===== config.mk =====
export PLATFORM = sky130hd
export DESIGN_NAME = square_detect
export DESIGN_NICKNAME = d
export VERILOG_FILES = /design/src/rtl/square_detect.sv
export SDC_FILE = /design/constraint.sdc
export NUM_CORES = 1
export LEC_CHECK = 0
export CORE_AREA = 2 2 92 59
export CTS_CLUSTER_SIZE = 25
export DETAILED_ROUTE_END_ITERATION = 16
export DIE_AREA = 0 0 94 61
export PLACE_DENSITY_LB_ADDON = 0.12
export SLEW_MARGIN = 10
export SYNTH_ARGS = -nofsm -noshare
export SYNTH_HDL_FRONTEND = slang
export SYNTH_SLANG_ARGS = --single-unit

===== constraint.sdc =====
create_clock -name clk -period 5.2 [get_ports clk]
set_clock_uncertainty 0.15 [all_clocks]
set_input_delay 0.52 -clock clk [delete_from_list [all_inputs] [get_ports clk]]
set_output_delay 0.52 -clock clk [all_outputs]
set_load 0.02 [all_outputs]

===== src/rtl/square_detect.sv =====
// square_detect: slices a 4-bit sample stream against THRESH and measures
// high run, low run and period in samples, with lock and timeout status.
//
// Parameters: CNT_W  run-length counter width (max run 2^CNT_W-1)
//             THRESH sample is high when sample_in >= THRESH
// Ports: clk, rst_n (async active-low), en (low forces IDLE),
//        sample_en (one-clk strobe per sample), sample_in[3:0],
//        high_len/low_len[CNT_W-1:0], period[CNT_W:0],
//        meas_valid (1-cycle pulse), locked, timeout (sticky).
// Optional build macro: SQUARE_DETECT_GLITCH_FILTER_EN requires two
// consecutive samples at a new level before a transition is taken.
module square_detect #(
    parameter int CNT_W  = 8,
    parameter int THRESH = 8
) (
    input  logic             clk,
    input  logic             rst_n,
    input  logic             en,
    input  logic             sample_en,
    input  logic [3:0]       sample_in,
    output logic [CNT_W-1:0] high_len,
    output logic [CNT_W-1:0] low_len,
    output logic [CNT_W:0]   period,
    output logic             meas_valid,
    output logic             locked,
    output logic             timeout
);

    typedef enum logic [1:0] {
        S_IDLE,
        S_SEEK,
        S_HIGH,
        S_LOW
    } state_e;

    localparam logic [4:0]   THR   = 5'(THRESH);
    localparam logic [CNT_W:0] STEP1 = (CNT_W+1)'(1);
    localparam logic [CNT_W:0] STEP2 = (CNT_W+1)'(2);

    state_e             state_q, state_d;
    logic [CNT_W-1:0]   cnt_hi_q, cnt_hi_d;
    logic [CNT_W-1:0]   cnt_lo_q, cnt_lo_d;
    logic               lvl_prev_q, lvl_prev_d;
    logic [CNT_W-1:0]   high_len_q, high_len_d;
    logic [CNT_W-1:0]   low_len_q, low_len_d;
    logic [CNT_W:0]     period_q, period_d;
    logic               meas_valid_q, meas_valid_d;
    logic               locked_q, locked_d;
    logic               timeout_q, timeout_d;
`ifdef SQUARE_DETECT_GLITCH_FILTER_EN
    logic               pend_q, pend_d;
`endif

    logic               lvl;
    logic               ev_same;
    logic               ev_change;
    logic               sat;
    logic [CNT_W:0]     step;
    logic [CNT_W:0]     sum_hi;
    logic [CNT_W:0]     sum_lo;

    assign lvl = ({1'b0, sample_in} >= THR);

    always_comb begin
        // Classify the accepted sample: same-level credit or level change.
        // step is the credit for a same-level event, or the starting
        // count of the new run for a change event.
        ev_same   = 1'b0;
        ev_change = 1'b0;
        step      = STEP1;
`ifdef SQUARE_DETECT_GLITCH_FILTER_EN
        pend_d    = pend_q;
        if (sample_en) begin
            if (lvl != lvl_prev_q) begin
                // first differing sample only arms pend; second confirms
                ev_change = pend_q;
                step      = STEP2;
                pend_d    = ~pend_q;
            end else begin
                // a reverted glitch credits both samples to this run
                ev_same   = 1'b1;
                step      = pend_q ? STEP2 : STEP1;
                pend_d    = 1'b0;
            end
        end
`else
        if (sample_en) begin
            ev_change = (lvl != lvl_prev_q);
            ev_same   = ~ev_change;
        end
`endif

        state_d      = state_q;
        cnt_hi_d     = cnt_hi_q;
        cnt_lo_d     = cnt_lo_q;
        lvl_prev_d   = lvl_prev_q;
        high_len_d   = high_len_q;
        low_len_d    = low_len_q;
        period_d     = period_q;
        meas_valid_d = 1'b0;
        locked_d     = locked_q;
        timeout_d    = timeout_q;
        sat          = 1'b0;
        sum_hi       = {1'b0, cnt_hi_q} + step;
        sum_lo       = {1'b0, cnt_lo_q} + step;

        if (!en) begin
            state_d    = S_IDLE;
            cnt_hi_d   = '0;
            cnt_lo_d   = '0;
            lvl_prev_d = 1'b0;
            high_len_d = '0;
            low_len_d  = '0;
            period_d   = '0;
            locked_d   = 1'b0;
            timeout_d  = 1'b0;
`ifdef SQUARE_DETECT_GLITCH_FILTER_EN
            pend_d     = 1'b0;
`endif
        end else begin
            // previous level keeps tracking in every active state,
            // including after saturation, so a later edge can restart
            if (ev_change && state_q != S_IDLE) begin
                lvl_prev_d = lvl;
            end
            unique case (state_q)
                S_IDLE: begin
                    state_d = S_SEEK;
`ifdef SQUARE_DETECT_GLITCH_FILTER_EN
                    pend_d  = 1'b0;
`endif
                end
                S_SEEK: begin
                    if (ev_change && lvl) begin
                        cnt_hi_d = step[CNT_W-1:0];
                        cnt_lo_d = '0;
                        state_d  = S_HIGH;
                    end
                end
                S_HIGH: begin
                    if (ev_same) begin
                        if (sum_hi[CNT_W]) begin
                            sat = 1'b1;
                        end else begin
                            cnt_hi_d = sum_hi[CNT_W-1:0];
                        end
                    end else if (ev_change) begin
                        cnt_lo_d = step[CNT_W-1:0];
                        state_d  = S_LOW;
                    end
                end
                S_LOW: begin
                    if (ev_same) begin
                        if (sum_lo[CNT_W]) begin
                            sat = 1'b1;
                        end else begin
                            cnt_lo_d = sum_lo[CNT_W-1:0];
                        end
                    end else if (ev_change) begin
                        high_len_d   = cnt_hi_q;
                        low_len_d    = cnt_lo_q;
                        period_d     = {1'b0, cnt_hi_q} + {1'b0, cnt_lo_q};
                        meas_valid_d = 1'b1;
                        locked_d     = 1'b1;
                        timeout_d    = 1'b0;
                        cnt_hi_d     = step[CNT_W-1:0];
                        cnt_lo_d     = '0;
                        state_d      = S_HIGH;
                    end
                end
                default: begin
                    state_d = S_IDLE;
                end
            endcase

            // run too long to measure: drop lock, length outputs stay
            if (sat) begin
                timeout_d = 1'b1;
                locked_d  = 1'b0;
                cnt_hi_d  = '0;
                cnt_lo_d  = '0;
                state_d   = S_SEEK;
            end
        end
    end

    always_ff @(posedge clk or negedge rst_n) begin
        if (!rst_n) begin
            state_q      <= S_IDLE;
            cnt_hi_q     <= '0;
            cnt_lo_q     <= '0;
            lvl_prev_q   <= 1'b0;
            high_len_q   <= '0;
            low_len_q    <= '0;
            period_q     <= '0;
            meas_valid_q <= 1'b0;
            locked_q     <= 1'b0;
            timeout_q    <= 1'b0;
`ifdef SQUARE_DETECT_GLITCH_FILTER_EN
            pend_q       <= 1'b0;
`endif
        end else begin
            state_q      <= state_d;
            cnt_hi_q     <= cnt_hi_d;
            cnt_lo_q     <= cnt_lo_d;
            lvl_prev_q   <= lvl_prev_d;
            high_len_q   <= high_len_d;
            low_len_q    <= low_len_d;
            period_q     <= period_d;
            meas_valid_q <= meas_valid_d;
            locked_q     <= locked_d;
            timeout_q    <= timeout_d;
`ifdef SQUARE_DETECT_GLITCH_FILTER_EN
            pend_q       <= pend_d;
`endif
        end
    end

    assign high_len   = high_len_q;
    assign low_len    = low_len_q;
    assign period     = period_q;
    assign meas_valid = meas_valid_q;
    assign locked     = locked_q;
    assign timeout    = timeout_q;

endmodule


==> out/metrics.csv <==
metric,value,unit
outcome,"finished, final reports clean",
share of flip-flops with an asynchronous set or reset,100,%
"Arr. time, crit path",2.78,ns
Area Growth Syn to Fin,17.2,%
ys flop type,dfrtp_1,
P per Cell Area,214,nW/µm²
top-count cell post-synth,nand2_1,
Syn Inst Count,271,
CTS tree,done,
MaxCap Viol Count,0,
"area leader, netlist",dfrtp_1,
drt total wl,5870,µm
fin. max-slew vios,0,
root buffer cell,clkbuf_8,
# diodes,0,
setup violators final,0,
insertion delay to the later sink of the worst-skew pair,0.30,ns
Net Sw Frac,25.4,%
"flops & latches, synth",47,
shortest period the worst path allows,2.72,ns
"Max FO, Critical Path",28,
Setup TNS,0,ns
Die Height,61,µm
PortBufs,32,
Initial Util,53.2,%
fraction of layout cells with a size suffix above 1,6.64,%
Final nets,319,
WS Path Type,in2reg,
Leak,1.37,nW
Core ar.,4880,µm²
"delay-heaviest family, CP",simple AND/OR/NAND/NOR gates,
first-pass GRT wire length,9890,µm
Achievable Freq,367,MHz
initial antenna violation count,0,
TritonRoute pass-1 iters,4,
Crit. End Element,flop,
Post-Route Utilization,62.4,%
Synth Cell Area,2600,µm²
Mean Syn Cell Area,9.58,µm²
CP max stage delay,0.90,ns
post-synth cell types,54,
Final Cycle Share,52.3,%
filler cell count,437,
Rows,20,
DP Wirelength,4080,µm
gr ovfl total,0,
Final ANT Viol Nets,0,
CP Data Required Time,5.26,ns
CTS sink cnt,47,
Final Wtd Congestion,0.855,
Starting DRT DRC Count,90,
vias,2099,
total CTS buffers,5,
worst-margin pin slew,1.06,ns
cell area after layout,3040,µm²
HP Class,in2async,
worst path buffer plus inverter count,1,
placed cell areas,2960,µm²
sequential share of power,58.2,%
# IOs,36,
Max VDD drop,0.134,mV
worst setup margin,2.48,ns
most area-consuming cells after synthesis,"dfrtp_1 45%, nand2_1 7.8%, ha_1 4.8%, a21boi_1 3.8%, a22o_1 3.0%",
post-CTS setup buffers,0,
Max clock buf depth,2,
Setup WS pre-CTS,2.14,ns
Comb power frac,8.6,%
gr usage total,22.8,%
CP max stage cell,nor3b_4,
register area share after synthesis,45.3,%
post-CTS sizing,0,
CP Cell Sequence,clkdlybuf4s50_1 > xnor2_2 > nor3b_4 > nand2_1 > o31ai_1,
"EDFF count, synth",0,
CTS H-Tree Depth,2,
CTS Hold Bufs,0,
Die Area,5730,µm²
area fraction of the dominant cell type after synthesis,45.3,%
Chip Width,94,µm
DR DRC count,0,
RSZ-0062 raised after global routing,false,
Int Power,0.486,mW
clock power share,33.2,%
Final Hold Viols,0,
Synth Warn #,0,
Syn Nets,290,
via/cell ratio,5.72,
Worst-path clk slew,0.09,ns
switching pwr,0.165,mW
WL/cell,16.0,µm
Slew headroom,29.6,%
crit start category,primary input,
vias in the first global route,1981,
Synth top cells by count,"54 x nand2_1, 47 x dfrtp_1, 16 x nor2_1",
largest net degree at the start of global routing,48,
-- cell families after synthesis --
| kind of cell | synth area share [%] |
|---|---|
| mux | 0.386 |
| simple gates | 20.3 |
| compound gates | 23.3 |
| buf+inv | 2.41 |
| fa+ha+maj | 5.59 |
| flops | 45.3 |
| xor+xnor | 2.65 |
-- flip-flops by register name, summed over array words and instances, names as in the netlist --
| signal | flops |
|---|---|
| cnt_hi_q | 8 |
| cnt_lo_q | 8 |
| high_len | 8 |
| locked | 1 |
| low_len | 8 |
| lvl_prev_q | 1 |
| meas_valid | 1 |
| period | 9 |
| state_q | 2 |
| timeout | 1 |
-- cells in the final DEF (no fill, tap or decap), types with 7 or more instances in the layout --
cell and count:
a21boi_0 10, a21boi_1 13, a21oi_1 9, a22o_1 9, and3_1 7, clkdlybuf4s50_1 31, dfrtp_1 47, ha_1 10
nand2_1 54, nand3_1 7, nor2_1 16
-- metrics by stage --
step / cells / power [mW] / hold slack [ns]
after CTS: 367 / 0.658 / 0.283
after detailed placement: 359 / 0.442 / 0.362
after global routing: 367 / 0.681 / 0.342
after floorplan: 271 / 0.420 / 0.0744
final: 367 / 0.651 / 0.257
after global placement: 359 / 0.441 / 0.330
-- power groups by stage --
| stage | Combinational (mW) | Clock (mW) | Sequential [mW] |
|---|---|---|---|
| after floorplan | 0.0389 | 0 | 0.382 |
| after global placement | 0.0549 | 0 | 0.386 |
| after detailed placement | 0.0558 | 0 | 0.386 |
| after CTS | 0.0562 | 0.223 | 0.379 |
| after global routing | 0.0624 | 0.239 | 0.380 |
| final | 0.0559 | 0.216 | 0.379 |
-- cell type report --
type                    instances  area, µm²  area share (%)
clock buffers                   6       72.6            2.38
repair buffers                 34        330            10.9
clock inverters                 2       12.5           0.411
flip-flops and latches         47       1180            38.7
well taps                      66       82.6            2.71
multi-input cells             209       1360            44.6
inverters                       3       11.3           0.370
-- final timing paths --
kind,start,to,slack [ns],cells past startpoint
min in group clk,period[0]$_DFFE_PN0P_,period[0]$_DFFE_PN0P_,0.37,2
worst max register to register,cnt_hi_q[1]$_DFFE_PN0P_,cnt_lo_q[7]$_DFFE_PN0P_,2.74,6
max in group asynchronous,rst_n,timeout$_DFFE_PN0P_,3.99,1
worst min-delay path,rst_n,period[2]$_DFFE_PN0P_,0.26,1
worst min register to register,period[0]$_DFFE_PN0P_,period[0]$_DFFE_PN0P_,0.37,2
worst max-delay path,sample_in[3],period[8]$_DFFE_PN0P_,2.48,5
-- routing by layer --
metal / share of wire [%] / global-route usage [%] / vias up / routed length, µm
li1: - / - / 1031 / -
met1: 49 / 32.4 / 1017 / 2900
met2: 44 / 36.5 / 45 / 2590
met3: 5.5 / 4.60 / 6 / 323
met4: 1.1 / 6.21 / 0 / 63
met5: 0 / 0 / - / 0
Note: power is estimated with default switching activity, not from simulation.
